<file path="config.mk">
export PLATFORM = sky130hd
export DESIGN_NAME = rgb_delay_cfg_ctrl
export DESIGN_NICKNAME = d
export VERILOG_FILES = /design/src/rtl/rgb_ctrl_pkg.sv /design/src/rtl/rgb_delay_cfg_ctrl_edge_rise.sv /design/src/rtl/rgb_delay_cfg_ctrl.sv
export SDC_FILE = /design/constraint.sdc
export NUM_CORES = 1
export LEC_CHECK = 0
export ABC_AREA = 1
export CORE_ASPECT_RATIO = 1.5
export CORE_MARGIN = 4
export CORE_UTILIZATION = 40
export CTS_CLUSTER_SIZE = 30
export DETAILED_ROUTE_END_ITERATION = 12
export SETUP_SLACK_MARGIN = 0.5
export SKIP_CTS_REPAIR_TIMING = 1
export SYNTH_ARGS = -nofsm -noshare
export SYNTH_HDL_FRONTEND = slang
export SYNTH_HIERARCHICAL = 1
export SYNTH_SLANG_ARGS = --single-unit
</file>
<file path="constraint.sdc">
create_clock -name clk -period 3.1 [get_ports clk]
set_input_delay 0.31 -clock clk [delete_from_list [all_inputs] [get_ports clk]]
set_output_delay 0.31 -clock clk [all_outputs]
set_load 0.05 [all_outputs]
</file>
<file path="src/rtl/rgb_ctrl_pkg.sv">
// Shared encodings for the RGB delay configuration controller:
// send/config state types, requester index map and default widths.
package rgb_ctrl_pkg;

  localparam int unsigned TAP_W_DEF   = 5;
  localparam int unsigned MAX_TAP_DEF = 31;

  // Requester index map; the index is also the delay-line tap address
  typedef enum logic [3:0] {
    R_WHOLE = 4'd0,
    G_WHOLE = 4'd1,
    B_WHOLE = 4'd2,
    R_RISE  = 4'd3,
    G_RISE  = 4'd4,
    B_RISE  = 4'd5,
    R_FALL  = 4'd6,
    G_FALL  = 4'd7,
    B_FALL  = 4'd8
  } req_idx_t;

  localparam int unsigned N_REQ_DEF = int'(B_FALL) + 1;

  typedef enum logic [1:0] {
    S_IDLE,
    S_SENDING,
    S_DRAIN
  } send_state_t;

  typedef enum logic [1:0] {
    C_IDLE,
    C_WAIT,
    C_WRITE
  } cfg_state_t;

endpackage

</file>
<file path="src/rtl/rgb_delay_cfg_ctrl_edge_rise.sv">
// Single-bit rising-edge detector: rise is high for the one cycle in which
// din is high and its registered copy is still low.
module edge_rise (
  input  logic clk,
  input  logic rst,
  input  logic din,
  output logic rise
);

  logic din_q;

  always_ff @(posedge clk) begin
    if (rst) din_q <= 1'b0;
    else     din_q <= din;
  end

  assign rise = din & ~din_q;

endmodule

</file>
<file path="src/rtl/rgb_delay_cfg_ctrl.sv">
// Control-plane sequencer for the PAM4 RGB transmitter: send-enable FSM plus
// frame-aligned, fixed-priority tap-update writes to the delay lines.
module rgb_delay_cfg_ctrl
  import rgb_ctrl_pkg::*;
#(
  parameter int unsigned TAP_W   = TAP_W_DEF,
  parameter int unsigned MAX_TAP = MAX_TAP_DEF,
  parameter int unsigned N_REQ   = N_REQ_DEF
) (
  input  logic             clk,
  input  logic             rst,
  input  logic [N_REQ-1:0] btn_req,
  input  logic             send_enable_button,
  input  logic             send_stop_button,
  input  logic             frame_boundary,
  input  logic             cfg_ready,
  output logic             cfg_valid,
  output logic [3:0]       cfg_addr,
  output logic [TAP_W-1:0] cfg_data,
  output logic             send_en,
  output logic [3:0]       led_state
);

  logic [N_REQ-1:0] req_rise;
  logic             en_rise;
  logic             stop_rise;

  for (genvar gi = 0; gi < N_REQ; gi++) begin : g_req_edge
    edge_rise u_edge (
      .clk  (clk),
      .rst  (rst),
      .din  (btn_req[gi]),
      .rise (req_rise[gi])
    );
  end

  edge_rise u_en_edge (
    .clk  (clk),
    .rst  (rst),
    .din  (send_enable_button),
    .rise (en_rise)
  );

  edge_rise u_stop_edge (
    .clk  (clk),
    .rst  (rst),
    .din  (send_stop_button),
    .rise (stop_rise)
  );

  send_state_t      send_st;
  send_state_t      send_nxt;
  cfg_state_t       cfg_st;
  cfg_state_t       cfg_nxt;
  logic [N_REQ-1:0] pending;
  logic             rearm;
  logic [TAP_W-1:0] tap [N_REQ];
  logic [3:0]       nxt_grant;
  logic             any_pend;
  logic             found;
  logic             accept;

  function automatic logic [TAP_W-1:0] tap_inc(input logic [TAP_W-1:0] t);
    return (t == TAP_W'(MAX_TAP)) ? '0 : t + TAP_W'(1);
  endfunction

  // Fixed priority: lowest pending index wins
  always_comb begin
    nxt_grant = '0;
    found     = 1'b0;
    for (int unsigned i = 0; i < N_REQ; i++) begin
      if (pending[i] && !found) begin
        nxt_grant = 4'(i);
        found     = 1'b1;
      end
    end
    any_pend = |pending;
  end

  always_comb begin
    send_nxt = send_st;
    case (send_st)
      S_IDLE:    if (en_rise && !stop_rise) send_nxt = S_SENDING;
      S_SENDING: if (stop_rise)             send_nxt = S_DRAIN;
      S_DRAIN:   if (frame_boundary)        send_nxt = S_IDLE;
      default:                              send_nxt = S_IDLE;
    endcase
  end

  always_comb begin
    cfg_nxt = cfg_st;
    case (cfg_st)
      C_IDLE:  if (any_pend) cfg_nxt = (send_st == S_IDLE) ? C_WRITE : C_WAIT;
      C_WAIT:  if (frame_boundary || send_st == S_IDLE) cfg_nxt = C_WRITE;
      C_WRITE: if (cfg_ready) cfg_nxt = C_IDLE;
      default: cfg_nxt = C_IDLE;
    endcase
  end

  assign accept = (cfg_st == C_WRITE) && cfg_ready;

  // cfg_addr doubles as the grant register; it and cfg_data only load on a
  // new grant so they stay stable for the whole handshake.
  always_ff @(posedge clk) begin
    if (rst) begin
      send_st   <= S_IDLE;
      cfg_st    <= C_IDLE;
      send_en   <= 1'b0;
      cfg_valid <= 1'b0;
      cfg_addr  <= '0;
      cfg_data  <= '0;
      led_state <= 4'b0001;
      pending   <= '0;
      rearm     <= 1'b0;
      for (int unsigned i = 0; i < N_REQ; i++) tap[i] <= '0;
    end else begin
      send_st   <= send_nxt;
      cfg_st    <= cfg_nxt;
      send_en   <= (send_nxt != S_IDLE);
      cfg_valid <= (cfg_nxt == C_WRITE);
      led_state <= {cfg_nxt != C_IDLE, send_nxt == S_DRAIN,
                    send_nxt == S_SENDING, send_nxt == S_IDLE};

      if (cfg_st == C_IDLE && any_pend) begin
        cfg_addr <= nxt_grant;
        cfg_data <= tap_inc(tap[nxt_grant]);
      end

      pending <= pending | req_rise;
      if (accept) begin
        tap[cfg_addr]     <= cfg_data;
        // An edge seen mid-write re-arms the request instead of being absorbed
        pending[cfg_addr] <= rearm | req_rise[cfg_addr];
        rearm             <= 1'b0;
      end else if (cfg_st == C_WRITE && req_rise[cfg_addr]) begin
        rearm <= 1'b1;
      end
    end
  end

endmodule

</file>
==> results.md <==
* Final cycle utilization of the critical path at 80.0%
* Rel. slew slack at 64.8%
* Final cell count without fillers at 611
* Crit Path Class: reg -> reg
* Worst path bufs/invs at 1
* Area grow syn2layout at 25.8%
* Synth warn at 6
* Fin. Hold Viols at 0
* Diode count at 0
* Initial Util at 41.2%
* Worst path required time at between 3 and 4 ns
* DRC at 0
* Worst VDD drop at 0.475 mV
* Synth area leader: edfxtp_1
* Post-synth ARST share at 0%
* Hold WC Path Type: reg -> reg
* Leak at 0.00199 uW
* Port bufs at 29
* Post-synthesis sequential area ratio at 56.1%
* Hold EP: cfg_data[0]
* HPWL after DPL at 7150 um
* Post-synthesis register bit count at 85
* Clock slew at reported path FFs at 0.06 ns
* Synth top area share at 35.2%
* Vias post-DR at ~3200
* Min-delay src: cfg_data[0]
* Root buf cell: clkbuf_16
* Layout cells sized above 1 at 16.2%
* Final Wtd Congestion at 0.902
* Chip height at around 130 um
* Crit-path slowest cell: dfxtp_4
* TritonCTS Buffers at 9
* Row cnt at 43
* # IOs at 30
* Width of the die at 88.0 um
* CP Data Arrival Time at 2.75 ns
* Placed insts at 577
* Endpoints failing setup at 0
* Fmax at roughly 400 MHz
* Syn avg cell area at 8.70 um2
* Primary FF master, synth: edfxtp_1
* Setup slack, reg-to-reg at 0.62 ns
* Post-synth EDFFs at 45
* CP max FO at 5
* FF-to-FF path depth at 18
* Total negative slack at 0 ns
* Vias in the first global route at a little over 3000
* Crit end category: flip-flop
* H-tree depth at 3
* Largest net degree at the start of global routing at 26
* Wire length per cell at 16.9 um
* Mapped Cells at roughly 440
* Post-synth cell types at 31
* Critical Path Stages at 18
* CTS tree: built
* Worst Skew at 0.00700 ns
* Maximum root-to-sink buffer count at 2
* PD cells at 691 nW/um2
* Unrepaired setup endpoints after global routing: no
* Crit-path leading delay family: simple AND/OR/NAND/NOR gates
* CP startpoint kind: flip-flop
* Grt ovf at 0
* Routed Antenna Nets at 0
* CTS Sinks at 85
* GRT Overall Usage at 18.4%
* Synth area leaders: edfxtp_1 (35%), dfxtp_1 (21%), nor2_1 (10%)
* Reg2reg start: pending[1]
* Nets at 511
* Cell area after synthesis at ~3800 um2
* Max Cap Viol at 0
* Hold path cells at 2
* Wire length of the first global-routing pass at 15500 um
* Fin crit period at 2.48 ns
* Worst-Margin Slew at approximately 0.53 ns
* Via density at 5.28
* R2r endpoint: cfg_data[0]
* Drt total wl at 10300 um
* Net Count, Synth at 458
* First-pass detailed-route iteration total at 5
* Worst-skew pair later-pin latency at about 0.34 ns
* Top-count cell post-synth: nor2_1
* Most common cell on crit path: nand2_2
* Post-synth top cells: nor2_1 (104), nand2_1 (56), inv_1 (55)
* Cells along the critical path: nor2_4 > nand2_2 > nor2_4 > nand4_4 > buf_6 > nand3_2 > nand3_2 > nand2_2 > nand2_2 > nand2_2 > nor2_4 > ha_4 > nand2_2 > nor2_2 > ha_2 > nor2_2 > nand4_1 > a21oi_1
* DRT iter0 DRCs at 246
* Critical Path Max Stage Delay at 0.36 ns
* Die area at 11300 um2
* Max-slew violation count at 0
* Status: finished clean
* Initial antenna violation count at 0
* Placeable core region at a little over 9000 um2
worst max path at each step:
stage          startpoint     endpoint  slack (ns)
4_1_cts        pending[2]  cfg_data[0]        0.32
6_report       pending[1]  cfg_data[0]        0.62
5_1_grt        pending[2]  cfg_data[0]        0.43
3_3_place_gp   pending[0]  cfg_data[0]        0.46
2_1_floorplan  pending[3]  cfg_data[0]        0.83
3_5_place_dp   pending[4]  cfg_data[0]        0.35
kinds of logic after synthesis:
group                      Yosys count  share of synthesized area [%]
and+or+nand+nor                    240                           29.0
buffers and inverters               70                           7.50
AOI/OAI and AO/OA                   44                           6.81
DFF                                 85                           56.1
adders and majority gates            2                          0.652
cell usage in the layout, fill, tap and decap left out, drive strengths merged:
master / n
nor2: 112
nand2: 64
inv: 55
edfxtp: 45
nand3: 43
dfxtp: 40
clkdlybuf4s50: 29
buf: 20
a21oi: 14
o21ai: 13
o22ai: 10
clkbuf: 10
nand3b: 9
clkinv: 9
nand4: 8
nor3: 6
a22oi: 3
bufinv: 2
ha: 2
a41oi: 1
a22o: 1
a211oi: 1
or2: 1
a221oi: 1
through the flow:
step                util (%)  worst slack, ns  area [um2]  total power, uW  hold slack (ns)
CTS                     48.9            0.324        4550             3260            0.491
global route            51.8            0.426        4830             3490            0.521
global placement        45.6            0.458        4240             2130            0.477
floorplan                  -            0.825        3840             1870            0.382
finish                  51.8            0.619        4830             3340            0.483
detailed placement      45.6            0.352        4240             2140            0.482
sequential cells by signal, indices dropped and copies added (netlist names), 2 cells and up:
register / count
pending: 9
send_st: 2
cfg_st: 2
led_state: 4
cfg_data: 5
cfg_addr: 4
g_req_edge.u_edge/din_q: 9
tap: 45
routing by layer:
metal	GRT usage [%]	vias to the layer above	wire, um
met5	0	-	0
met4	10.7	0	541
met3	3.86	42	436
met2	32.1	105	5520
met1	20.2	1516	3830
li1	-	1561	-
report_power, final:
group | internal [uW] | leakage, uW | switching [uW]
Combinational | 290 | 0.00104 | 597
Clock | 699 | 0.000154 | 423
Sequential | 1270 | 0.000799 | 57.3
Total | 2260 | 0.00199 | 1080
area by class of cell:
| cell class | count | area [um2] |
|---|---|---|
| fillers | 861 | 4480 |
| flip-flops and latches | 85 | 2160 |
| multi-input cells | 289 | 1530 |
| repair buffers | 49 | 455 |
| clock buffers | 10 | 229 |
| inverters | 60 | 225 |
| well taps | 112 | 140 |
| clock inverters | 6 | 78.8 |
worst reg2reg max path: cells and delay by family, from the launching register on:
| family | cells | cell delay (ns) |
|---|---|---|
| and+or+nand+nor | 14 | 1.39 |
| buffers and inverters | 1 | 0.20 |
| AOI/OAI and AO/OA | 1 | 0.16 |
| adders and majority gates | 2 | 0.33 |
| DFF | 1 | 0.36 |
Note: power is estimated with default switching activity, not from simulation.
==> RTL change 1, RTL diff (config.mk and constraints unchanged) <==
Reset style: asynchronous (`rst`), changed in 2 clocked blocks.
--- a/src/rtl/rgb_delay_cfg_ctrl_edge_rise.sv
+++ b/src/rtl/rgb_delay_cfg_ctrl_edge_rise.sv
@@ -10,5 +10,5 @@
   logic din_q;
 
-  always_ff @(posedge clk) begin
+  always_ff @(posedge clk or posedge rst) begin
     if (rst) din_q <= 1'b0;
     else     din_q <= din;
--- a/src/rtl/rgb_delay_cfg_ctrl.sv
+++ b/src/rtl/rgb_delay_cfg_ctrl.sv
@@ -102,5 +102,5 @@
   // cfg_addr doubles as the grant register; it and cfg_data only load on a
   // new grant so they stay stable for the whole handshake.
-  always_ff @(posedge clk) begin
+  always_ff @(posedge clk or posedge rst) begin
     if (rst) begin
       send_st   <= S_IDLE;
Formal check against the unedited RTL: differs if rst is asserted again (counterexample within 4 cycles, from zero or initial values and one cycle with rst high); with rst held inactive, the same outputs for 4 cycles.
==> RTL change 1 against the original RTL <==
- sequential cell count unchanged
- setup slack lost 0.055 ns
- total power increased by 22%
- synthesized area is 1.9% higher
- maximum frequency decreased by 2.2%
- die area grew 1.7%
- routed wire length decreased by 6.2%
- design area up 0.60%
- global-route usage decreased by 0.79 points
- critical path type unchanged
- sequential power is 9.8% higher
==> RTL change 1: results (changes against the original RTL) <==
[status]
status = completed

[synthesis]
synth_fp_nets = 487  ; +6.3%
synth_commonest_cells = nand2_1, dfrtp_1, inv_1
yosysSeqAreaShare = 0.544  ; -0.0165
async_flop_share = 1.00  ; +1.00
synth_area_leaders = dfrtp_1, nand2_1, nand3_1
avgSynthCellArea_sq_um = 8.32  ; -4.4%

[grt]
met3_usage = 0.0350  ; -0.00360
grt_max_degree = 32  ; +23%
met1_usage = 0.197  ; -0.00438
grt_first_pass_wirelength_microns = 15100  ; -2.7%
grt_use_met2 = 0.309  ; -0.0122
grt_usage = 0.176  ; -0.00794

[final_layout]
layout.nets = 531  ; +3.9%
final_cells = 631  ; +3.3%
layout-drive-gt1-share = 0.131  ; -0.0313

[place]
detailed_place.area_sq_um = 4330  ; +1.9%
dp_cells = 602  ; +4.3%
gp_congestion = 0.906  ; +0.42%
dp_slack_ns = 0.343  ; -0.00932 ns
hpwlAfterDp_microns = 6940  ; -3.0%

[detailed_routing]
route.met3.wl_microns = 341  ; -22%
m1WireLength_microns = 3720  ; -2.9%
drt_wl_total_microns = 9690  ; -6.2%
via_per_inst = 5.23  ; -0.98%
met2WireLength_microns = 5210  ; -5.5%
drt-pass1-iter-count = 4  ; -1
drt_iter0_drc = 212  ; -14%

[worst_setup_path]
cp_max_fo = 6  ; +1

[sta]
tightest_slew_ns = 0.583  ; +0.0552 ns

[power_and_ir_drop]
p_seq_frac = 0.358  ; -0.040
vdd_drop_max_mv = 0.455  ; -4.3%
p_leak_nw = 2.27  ; +14%

[hold_path]
min_path_type = in -> async

## RTL change 1: cell types whose count changed after synthesis, sizes merged, moves of 12 or more
| cell | unedited run | this run |
|---|---|---|
| edfxtp | 45 | 0 |
| nor2 | 111 | 53 |
| o21ai | 13 | 55 |
| dfxtp | 40 | 0 |
| nand2 | 63 | 112 |
| dfrtp | 0 | 84 |
| nand3 | 43 | 55 |
## RTL change 1: area by class of cell
class                           count  area (sq um)
Timing Repair Buffer               45           435
Inverter                           58           221
Clock inverter                      6           113
Clock buffer                       10           229
Fill cell                         906          4560
Tap cell                          112           140
Sequential cell                    85          2130
Multi-Input combinational cell    315          1590
## RTL change 1: cell families after synthesis
group | Yosys count | share of synthesized area
and+or+nand+nor | 231 | 0.265
buffers and inverters | 73 | 0.0742
adders and majority gates | 2 | 0.00640
xor gates and xnor gates | 1 | 0.00224
DFF | 85 | 0.544
AOI/OAI and AO/OA | 78 | 0.108
## RTL change 1: worst paths after layout
path | from | endpoint | slack [ns] | cells past startpoint
worst max-delay path | pending[3] | cfg_data[0] | 0.56 | 17
worst min-delay path | rst | u_stop_edge/din_q | 0.29 | 3
worst max register to register | pending[3] | cfg_data[0] | 0.56 | 17
worst min register to register | tap[1] | tap[1] | 0.49 | 2
max in group asynchronous | rst | tap[37] | 1.91 | 4
min in group clk | btn_req[4] | g_req_edge[4].u_edge/din_q | 0.44 | 1
## RTL change 1: critical path, cell delays in order (launching register included)
cell     delay (ns)
dfrtp_1        0.41
nor2_2         0.15
nand2_2        0.09
nor2_4         0.19
nand4_1        0.23
nor2_2         0.22
buf_4          0.14
nor2_2         0.05
nand2_1        0.09
nand2_2        0.07
nor2_4         0.14
ha_4           0.15
nand2_1        0.05
nor2_1         0.09
ha_1           0.17
nor2_2         0.04
inv_1          0.08
o22ai_1        0.08
==> RTL change 2, RTL diff (config.mk and constraints unchanged) <==
Made on the original files. `TAP_W_DEF`: 5 -> 4.
--- a/src/rtl/rgb_ctrl_pkg.sv
+++ b/src/rtl/rgb_ctrl_pkg.sv
@@ -3,5 +3,5 @@
 package rgb_ctrl_pkg;
 
-  localparam int unsigned TAP_W_DEF   = 5;
+  localparam int unsigned TAP_W_DEF   = 4;
   localparam int unsigned MAX_TAP_DEF = 31;
 
Ports: changed (resized cfg_data); port bits go from 30 to 29. No check against the original RTL was run, so the function may have changed too.
==> RTL change 2 against the original RTL <==
- design area decreased by 15%
- setup slack improved by 0.18 ns
- die area decreased by 11%
- synthesized area decreased by 12%
- total power decreased by 11%
- combinational power decreased by 22%
- first-iteration DRC count decreased by 32%
- routed wire length decreased by 20%
- core utilization decreased by 1.2 points
- sequential cell count decreased by 10
- clock skew decreased by 0.0019 ns
==> RTL change 2: results (changes against the original RTL) <==
[worst_setup_path]
r2r_slack_ns = 0.80  ; +0.18 ns
reg2reg_to = cfg_data[2]
cp.arrival_ns = 2.53  ; -0.22 ns
cp_max_fo = 12  ; +7

[place]
dp_slack_ns = 0.744  ; +0.392 ns
detailed_place.area_sq_um = 3760  ; -11%
gp_congestion = 0.845  ; -6.3%
portBuffers = 28  ; -3.4%
dp_cells = 516  ; -11%
hpwlAfterDp_microns = 6370  ; -11%

[final_layout]
layout.nets = 441  ; -14%
layout-drive-gt1-share = 0.109  ; -0.0530
utilization = 0.507  ; -0.0115
final_cells = 535  ; -12%
top_regs = tap: 36 flops, g_req_edge.u_edge/din_q: 9 flops, pending: 9 flops
fillerInstances = 806  ; -6.4%

[status]
status = completed

[detailed_routing]
drt-pass1-iter-count = 4  ; -1
via_per_inst = 5.11  ; -3.1%
drt_iter0_drc = 167  ; -32%
drt_wl_total_microns = 8250  ; -20%

[synthesis]
synth_commonest_cells = nor2_1, nand2_1, inv_1
synth_fa_ha_area_frac = 0.00370  ; -0.00282
yosysSeqAreaShare = 0.551  ; -0.00990
synth-xor-area-share = 0.00259  ; +0.00259
avgSynthCellArea_sq_um = 8.73  ; +0.35%
synth_fp_nets = 403  ; -12%
synth-compound-area-share = 0.0685  ; +0.000348
synth_edf_count = 36  ; -20%

[grt]
grt_pass1_vias = 2748  ; -9.2%
grt_max_degree = 24  ; -7.7%
grt_usage = 0.176  ; -0.00811
grt_first_pass_wirelength_microns = 13500  ; -13%

[power_and_ir_drop]
p_leak_nw = 1.72  ; -14%
vdd_drop_max_mv = 0.510  ; +7.3%
comb_power_w = 0.000690  ; -22%
power.total_w = 0.00296  ; -11%

## RTL change 2: worst max-delay path, stage by stage, from the launching register on
cell	delay, ns
dfxtp_1	0.33
nor2_2	0.17
nand2_1	0.10
nor2_2	0.13
nand4_4	0.22
buf_4	0.23
nand3_1	0.07
nand3_1	0.10
nand3_1	0.15
nand3_2	0.11
ha_1	0.23
xor2_1	0.17
o21ai_0	0.14
inv_1	0.05
## RTL change 2: layout make-up
| cell class | count | area share |
|---|---|---|
| Clock inverter | 6 | 0.0219 |
| Clock buffer | 10 | 0.0557 |
| Multi-Input combinational cell | 256 | 0.314 |
| Sequential cell | 75 | 0.453 |
| Timing Repair Buffer | 34 | 0.0791 |
| Inverter | 49 | 0.0447 |
| Tap cell | 105 | 0.0320 |
## RTL change 2: metal layers
layer,share of wire,vias up,track usage
li1,-,1361,-
met1,0.37,1288,0.173
met2,0.55,64,0.333
met3,0.040,23,0.0395
met4,0.039,0,0.102
met5,0,-,0
